**src/rtl/mux_result_packer.sv**
```systemverilog
// mux_result_packer: collects 4-bit results from the upstream mux FSM into
// NIBBLES-wide words and hands them downstream over a valid/ready port.
// The assembly register keeps collecting while a finished word waits in the
// output register. A word that completes while the output is still occupied
// and not being consumed is dropped, and the sticky overflow flag is raised.
// Optional feature: define PACKER_PARITY_EN to add the word_parity output
// (XOR of all word_out bits, registered alongside word_out).
module mux_result_packer #(
    parameter int NIBBLES = 4
) (
    input  logic                   clk,
    input  logic                   rst,
    input  logic [3:0]             Y_in,
    input  logic                   data_enable,
    input  logic                   clear,
    output logic [4*NIBBLES-1:0]   word_out,
    output logic                   word_valid,
    input  logic                   word_ready,
    output logic [2:0]             nibble_count,
    output logic                   overflow
`ifdef PACKER_PARITY_EN
    ,
    output logic                   word_parity
`endif
);

    localparam int         W    = 4 * NIBBLES;
    localparam logic [2:0] LAST = 3'(NIBBLES - 1);

    typedef enum logic {
        EMPTY = 1'b0,
        FULL  = 1'b1
    } state_t;

    state_t         state;
    state_t         state_next;
    logic [W-1:0]   asm_reg;
    logic [W-1:0]   asm_next;
    logic [W-1:0]   word_done;
    logic [2:0]     count_next;
    logic           complete;
    logic           transfer;
    logic           load;
    logic           drop;

    // Assembly register with the incoming nibble dropped into its slot.
    always_comb begin
        word_done = asm_reg;
        for (int k = 0; k < NIBBLES; k++) begin
            if (nibble_count == 3'(k)) begin
                word_done[4*k +: 4] = Y_in;
            end
        end
    end

    assign complete   = data_enable && (nibble_count == LAST);
    assign transfer   = (state == FULL) && word_ready;
    assign load       = complete && ((state == EMPTY) || transfer);
    assign drop       = complete && (state == FULL) && !transfer;
    assign word_valid = (state == FULL);

    // Next assembly contents: completed words leave zeros behind so that
    // unwritten slots of the next word read as zero.
    always_comb begin
        asm_next   = asm_reg;
        count_next = nibble_count;
        if (data_enable) begin
            if (complete) begin
                asm_next   = '0;
                count_next = 3'd0;
            end else begin
                asm_next   = word_done;
                count_next = nibble_count + 3'd1;
            end
        end
    end

    // Output FSM next state: a load keeps or makes it FULL, a bare transfer empties it.
    always_comb begin
        state_next = state;
        case (state)
            EMPTY: if (load) state_next = FULL;
            FULL:  if (transfer && !load) state_next = EMPTY;
            default: state_next = EMPTY;
        endcase
        if (clear) state_next = EMPTY;
    end

    // Output FSM state register.
    always_ff @(posedge clk or negedge rst) begin
        if (!rst) state <= EMPTY;
        else      state <= state_next;
    end

    // Assembly register and slot counter.
    always_ff @(posedge clk or negedge rst) begin
        if (!rst) begin
            asm_reg      <= '0;
            nibble_count <= 3'd0;
        end else if (clear) begin
            asm_reg      <= '0;
            nibble_count <= 3'd0;
        end else begin
            asm_reg      <= asm_next;
            nibble_count <= count_next;
        end
    end

    // Output word register: only loads when the word is actually accepted.
    always_ff @(posedge clk or negedge rst) begin
        if (!rst)       word_out <= '0;
        else if (clear) word_out <= '0;
        else if (load)  word_out <= word_done;
    end

    // Sticky overflow flag, raised when a completed word has nowhere to go.
    always_ff @(posedge clk or negedge rst) begin
        if (!rst)       overflow <= 1'b0;
        else if (clear) overflow <= 1'b0;
        else if (drop)  overflow <= 1'b1;
    end

`ifdef PACKER_PARITY_EN
    // Parity tracks word_out exactly, loaded on the same condition.
    always_ff @(posedge clk or negedge rst) begin
        if (!rst)       word_parity <= 1'b0;
        else if (clear) word_parity <= 1'b0;
        else if (load)  word_parity <= ^word_done;
    end
`endif

endmodule

```
**config.mk**
```make
export PLATFORM = sky130hd
export DESIGN_NAME = mux_result_packer
export DESIGN_NICKNAME = d
export VERILOG_FILES = /design/src/rtl/mux_result_packer.sv
export SDC_FILE = /design/constraint.sdc
export NUM_CORES = 1
export LEC_CHECK = 0
export CORE_MARGIN = 2
export CORE_UTILIZATION = 40
export CTS_BUF_LIST = sky130_fd_sc_hd__clkbuf_4
export CTS_CLUSTER_DIAMETER = 40
export DETAILED_ROUTE_END_ITERATION = 8
export PLACE_DENSITY = 0.67
export SYNTH_ARGS = -nofsm -noshare
export SYNTH_HDL_FRONTEND = slang
export SYNTH_SLANG_ARGS = --single-unit
```
**constraint.sdc**
```tcl
create_clock -name clk -period 1.8 [get_ports clk]
set_input_delay 0.54 -clock clk [delete_from_list [all_inputs] [get_ports clk]]
set_output_delay 0.54 -clock clk [all_outputs]
set_load 0.05 [all_outputs]
```
==> out/metrics.csv, run 1 <==
metric;value;unit
Startpoint Class;flip-flop;
CTS H-tree lvls;2;
worst slew pin tran;0.345;ns
Final nets;205;
post-route insts no fill;245;
yosys warns;0;
Core Footprint;0.00435;sq mm
Worst Path Buf+Inv;1;
Slew HR;0.769;
clock power share;0.304;
top post-synthesis cells by count;33 x dfrtp_1, 20 x mux2i_1, 19 x a21oi_1;
# DRC;0;
Tmin final;1.60;ns
part of the cycle the worst path needs;0.889;
Async SR Flop Fraction;1.00;
CP endpoint kind;output port;
Die ar.;0.00507;sq mm
combinational power share;0.176;
Fin Setup TNS;0;ns
num rows;24;
DR vias;1298;
final core utilization;0.536;
top cells by area, synth;dfrtp_1 46%, mux2i_1 11%, a211oi_2 6.9%;
CTS tree;done;
Final GP Congestion;0.783;
CP max stage cell;dfrtp_1;
Post-CTS Setup Inserts;0;
count of final setup violators;0;
max-cap violation count;0;
DR pass1 iterations;4;
Max Buffers Root-to-Sink;2;
Design Power;0.00150;W
outcome;completed;
Placed Instances;237;
CP cell instances;buf_12;
TritonCTS buffer count;5;
Fillers;364;
number of vias per cell;5.30;
synth unique cells;29;
RSZ-0062 raised after global routing;false;
Max Clock Skew;0.0109;ns
count of final hold-check violations;0;
internal power;0.00107;W
Layout area overhead;29.3;%
leakage power total;1.06;nW
share of the synthesized area in the top cell type;0.457;
post-synthesis area per instance;11.4;sq um
VDD IR max;0.000345;V
Congestion Overflow GR;0;
global-route wire length before repair;6800;um
die width;71.2;um
critical path class;flip-flop to output port;
worst endpoint required time;1.26;ns
Port Buffers;29;
initial antenna violation count;0;
Sw Ratio;0.284;
Antenna diodes;0;
Mapped Nets;172;
max reg flops;16;
largest net degree at the start of global routing;34;
Post-CTS Hold Fix Bufs;0;
kind of cell adding the most delay to the critical path;flip-flops;
Final Max Tran Viols;0;
share of post-route cells with drive strength above 1;0.321;
Post-CTS Resized;0;
Final ANT Viol Nets;0;
final hold slack;0.499;ns
Fmax;625;MHz
sequential cell fraction of total power;0.520;
Sink Count;33;
CTS root buf;clkbuf_4;
Post-synth EDFFs;0;
clock latency on the worst-skew pair;0.34;ns
Worst path max stage delay;0.54;ns
Initial Utilization;0.415;
#FFs+latches synth;33;
clock slew seen by the registers of the worst setup and hold paths;0.10;ns
Pwr Density;642;mW/mm^2
Post-Synthesis Cell Area;0.00181;sq mm
top_reg_cell synth;dfrtp_1;
Seq/Total Area, Yosys;0.457;
NetSw;0.000425;W
Hold Path Class;flip-flop to flip-flop;
DRT iter0 DRCs;85;
WP data arrival;1.06;ns
Yosys top cell by area;dfrtp_1;
drt total wl;3960;um
most frequent cell after synthesis;dfrtp_1;
GRT Total Usage;0.173;
Cells after Synth;159;
Post-DP HPWL;2870;um
die span in y;71.2;um
IO Count;30;
vias in the first global route;1353;
worst-path maximum fanout;11;
Avg WL per Cell;16.2;um
-- layer usage --
layer / wire [um] / global-route usage / vias to the layer above / share of wire
li1: - / - / 623 / -
met1: 1780 / 0.228 / 638 / 0.45
met2: 1950 / 0.277 / 30 / 0.49
met3: 165 / 0.0513 / 7 / 0.042
met4: 63 / 0.0524 / 0 / 0.016
met5: 0 / 0 / - / 0
-- power by group through the flow --
| stage | combinational [W] | clock, W | sequential [W] |
|---|---|---|---|
| finish | 0.000263 | 0.000455 | 0.000780 |
| global route | 0.000284 | 0.000498 | 0.000784 |
| CTS | 0.000266 | 0.000460 | 0.000781 |
| detailed placement | 0.000264 | 0 | 0.000795 |
| global placement | 0.000260 | 0 | 0.000793 |
| floorplan | 0.000142 | 0 | 0.000814 |
-- layout make-up --
| cell class | instances | area, sq um | area share |
|---|---|---|---|
| Inverter | 5 | 18.8 | 0.00804 |
| Tap cell | 52 | 65.1 | 0.0279 |
| Timing Repair Buffer | 40 | 495 | 0.212 |
| Multi-Input combinational cell | 107 | 868 | 0.372 |
| Clock buffer | 8 | 60.1 | 0.0257 |
| Sequential cell | 33 | 827 | 0.354 |
-- path summary, 6_finish.rpt --
path / startpoint / endpoint / slack (ns) / depth (start not counted)
max: nibble_count[2]$_DFFE_PN0P_ / nibble_count[2] / 0.20 / 1
max reg2reg: nibble_count[1]$_DFFE_PN0P_ / word_out[14]$_DFFE_PN0P_ / 0.21 / 5
min reg2reg: overflow$_DFFE_PN0P_ / overflow$_DFFE_PN0P_ / 0.50 / 2
min in group asynchronous: rst / word_out[1]$_DFFE_PN0P_ / 0.55 / 2
max in group asynchronous: rst / nibble_count[0]$_DFFE_PN0P_ / 1.05 / 2
min: overflow$_DFFE_PN0P_ / overflow$_DFFE_PN0P_ / 0.50 / 2
-- logic make-up after synthesis --
| family | count (synthesis) | share of synthesized area |
|---|---|---|
| AO/OA/AOI/OAI | 45 | 0.185 |
| adder cells (fa/ha/maj) | 4 | 0.0277 |
| buffers and inverters | 19 | 0.0617 |
| flip-flops | 33 | 0.457 |
| multiplexers | 20 | 0.111 |
| AND/OR/NAND/NOR | 38 | 0.157 |
-- metrics by stage --
stage | setup slack (ns) | area, sq um
6_report | 0.200 | 2330
3_3_place_gp | -0.0752 | 2270
2_1_floorplan | 0.0736 | 1810
4_1_cts | 0.191 | 2330
3_5_place_dp | -0.119 | 2270
5_1_grt | 0.0611 | 2330
-- worst reg2reg max path, stage by stage (launching register included) --
cell and delay [ns]:
dfrtp_1 0.47, ha_1 0.26, and3b_1 0.27, buf_12 0.18, a21bo_1 0.16, a21oi_1 0.19
-- cells in the final DEF, fill, tap and decap left out, types with 3 or more instances in the layout --
cell             instances
dfrtp_1                 32
mux2i_1                 20
a21oi_1                 19
buf_4                   18
buf_12                  14
a211oi_2                10
nand2b_1                 8
nor2_4                   8
clkbuf_4                 8
clkdlybuf4s50_1          8
nand3b_1                 6
nand3_1                  6
a31oi_1                  5
inv_1                    4
nor2b_1                  4
o21ai_1                  4
a21bo_1                  4
ha_1                     4
a211oi_1                 3
Power figures use the tool's default switching activity.
==> run 2, diff against run 1 <==
Settings changed: CTS_BUF_LIST sky130_fd_sc_hd__clkbuf_4 to sky130_fd_sc_hd__clkbuf_4 sky130_fd_sc_hd__clkbuf_8 sky130_fd_sc_hd__clkbuf_16, PLACE_DENSITY 0.67 to 0.69.
Clock period 1.8 ns to 1.4 ns, I/O delays scaled along.
==> out/metrics.csv, run 2 (synthesis results as in run 1) <==
metric;value;unit;change
largest net degree at the start of global routing;34;;unchanged
DR vias;1375;;+5.9%
Core Footprint;0.00435;sq mm;unchanged
Fmax;680;MHz;
RSZ-0062 raised after global routing;true;;
commonest non-fill, non-tap cell in the layout;dfrtp_1;;
commonest non-fill, non-tap cells in the layout;30 x dfrtp_1, 24 x buf_12, 14 x buf_4;;
failing checks;negative setup slack;;
Max Clock Skew;0.00522;ns;-0.00570 ns
WL met1;1830;um;+2.9%
max reg flops;16;;unchanged
Sw Ratio;0.268;;-0.0160
post-route setup slack;-0.0715;ns;-0.271 ns
Port Buffers;29;;unchanged
worst endpoint required time;1.60;ns;+0.34 ns
clock slew seen by the registers of the worst setup and hold paths;0.07;ns;-0.03 ns
worst-path maximum fanout;6;;-5
Final Max Tran Viols;0;;unchanged
Fillers;311;;-15%
Final ANT Viol Nets;0;;unchanged
global-route wire length before repair;6820;um;+0.31%
num rows;24;;unchanged
drt total wl;4400;um;+11%
Antenna diodes;0;;unchanged
worst slew pin tran;0.450;ns;+0.104 ns
WP data arrival;1.67;ns;+0.61 ns
CTS tree;done;;
Die ar.;0.00507;sq mm;unchanged
RR Startpoint;nibble_count[0]$_DFFE_PN0P_;;
Max Buffers Root-to-Sink;2;;unchanged
number of vias per cell;5.29;;-0.18%
Post-DP HPWL;2880;um;+0.33%
# DRC;0;;unchanged
Pwr Density;791;mW/mm^2;+23%
share of post-route cells with drive strength above 1;0.529;;+0.208
count of final hold-check violations;0;;unchanged
placed cell area;0.00248;sq mm;+8.9%
reg2reg path depth;4;;-1
Final GP Congestion;0.752;;-3.9%
TritonCTS buffer count;5;;unchanged
part of the cycle the worst path needs;1.05;;
outcome;finished, violations left;;
max-cap violation count;0;;unchanged
leakage power total;1.18;nW;+11%
Tmin final;1.47;ns;
NetSw;0.000600;W;+41%
Layout area overhead;56.8;%;
Post-CTS Hold Fix Bufs;0;;unchanged
max layer used;met4;;
initial antenna violation count;0;;unchanged
Slew HR;0.699;;-0.0697
DR pass1 iterations;4;;unchanged
critical path class;flip-flop to flip-flop;;
GRT Total Usage;0.175;;+0.00207
final hold slack;0.499;ns;-0.0000390 ns
CTS root buf;clkbuf_8;;
DRT iter0 DRCs;98;;+15%
die width;71.2;um;unchanged
Design Power;0.00224;W;+49%
combinational power share;0.202;;+0.026
Avg WL per Cell;16.9;um;+4.7%
clock power share;0.345;;+0.041
metal3 WL;158;um;-4.2%
count of final setup violators;27;;+27
Startpoint Class;flip-flop;;
FF-to-FF setup slack;-0.07;ns;-0.28 ns
die span in y;71.2;um;unchanged
internal power;0.00164;W;+53%
Sink Count;33;;unchanged
sequential cell fraction of total power;0.452;;-0.068
Hold Path Class;input pin to asynchronous set/reset pin;;
Final nets;220;;+7.3%
CP endpoint kind;flip-flop;;
Initial Utilization;0.415;;unchanged
VDD IR max;0.000423;V;+23%
Detail Route met2 WL;2310;um;+19%
worst r2r dst;word_out[2]$_DFFE_PN0P_;;
DP Worst Slack;-0.357;ns;-0.238 ns
vias in the first global route;1369;;+1.2%
Fin Setup TNS;-0.944;ns;-0.944 ns
CTS H-tree lvls;2;;unchanged
Congestion Overflow GR;0;;unchanged
clock latency on the worst-skew pair;0.28;ns;-0.06 ns
IO Count;30;;unchanged
fin area;0.00283;sq mm;+21%
run 2: per-stage QoR:
stage | utilization | instances
floorplan | - | 159
global placement | 0.569 | 244
detailed placement | 0.569 | 244
CTS | 0.609 | 254
global route | 0.650 | 260
finish | 0.650 | 260
run 2: worst max path at each step:
stage | cells after the start | end | from | slack [ns]
3_3_place_gp | 5 | asm_reg[7]$_DFFE_PN0P_ | data_enable | -0.32
5_1_grt | 5 | word_out[1]$_DFFE_PN0P_ | nibble_count[0]$_DFFE_PN0P_ | -0.12
4_1_cts | 5 | word_out[7]$_DFFE_PN0P_ | nibble_count[1]$_DFFE_PN0P_ | -0.05
3_5_place_dp | 5 | asm_reg[5]$_DFFE_PN0P_ | data_enable | -0.36
2_1_floorplan | 6 | asm_reg[0]$_DFFE_PN0P_ | nibble_count[1]$_DFFE_PN0P_ | -0.15
6_report | 4 | word_out[2]$_DFFE_PN0P_ | nibble_count[0]$_DFFE_PN0P_ | -0.07
run 2: layer usage:
layer | vias to the layer above | GRT usage
met5 | - | 0
met4 | 0 | 0.0818
met3 | 9 | 0.0356
met2 | 38 | 0.280
met1 | 670 | 0.229
li1 | 658 | -
run 2: worst max-delay path, cell delays in order (launching register included):
cell      delay, ns
dfrtp_2        0.47
ha_4           0.18
and3b_2        0.26
and2_2         0.27
a211oi_2       0.20
run 2: layout make-up:
| class | count | area (sq um) | area share |
|---|---|---|---|
| Timing Repair Buffer | 54 | 768 | 0.271 |
| Tap cell | 52 | 65.1 | 0.0230 |
| Multi-Input combinational cell | 108 | 1050 | 0.372 |
| Inverter | 5 | 18.8 | 0.00663 |
| Sequential cell | 33 | 830 | 0.293 |
| Clock buffer | 8 | 97.6 | 0.0345 |
run 2: power groups by stage:
stage	Clock [W]	Sequential (W)	Combinational [W]
4_1_cts	0.000790	0.00101	0.000399
3_3_place_gp	0	0.00102	0.000367
5_1_grt	0.000838	0.00102	0.000483
3_5_place_dp	0	0.00102	0.000373
6_report	0.000773	0.00101	0.000453
2_1_floorplan	0	0.00105	0.000196
run 2: timing repair:
action | in CTS | in global routing
pin swaps | 8 | 7
gates resized for setup | 18 | 24
cloned | 0 | 2
buffers inserted | 2 | 4
endpoints found under the setup margin | 31 | 30
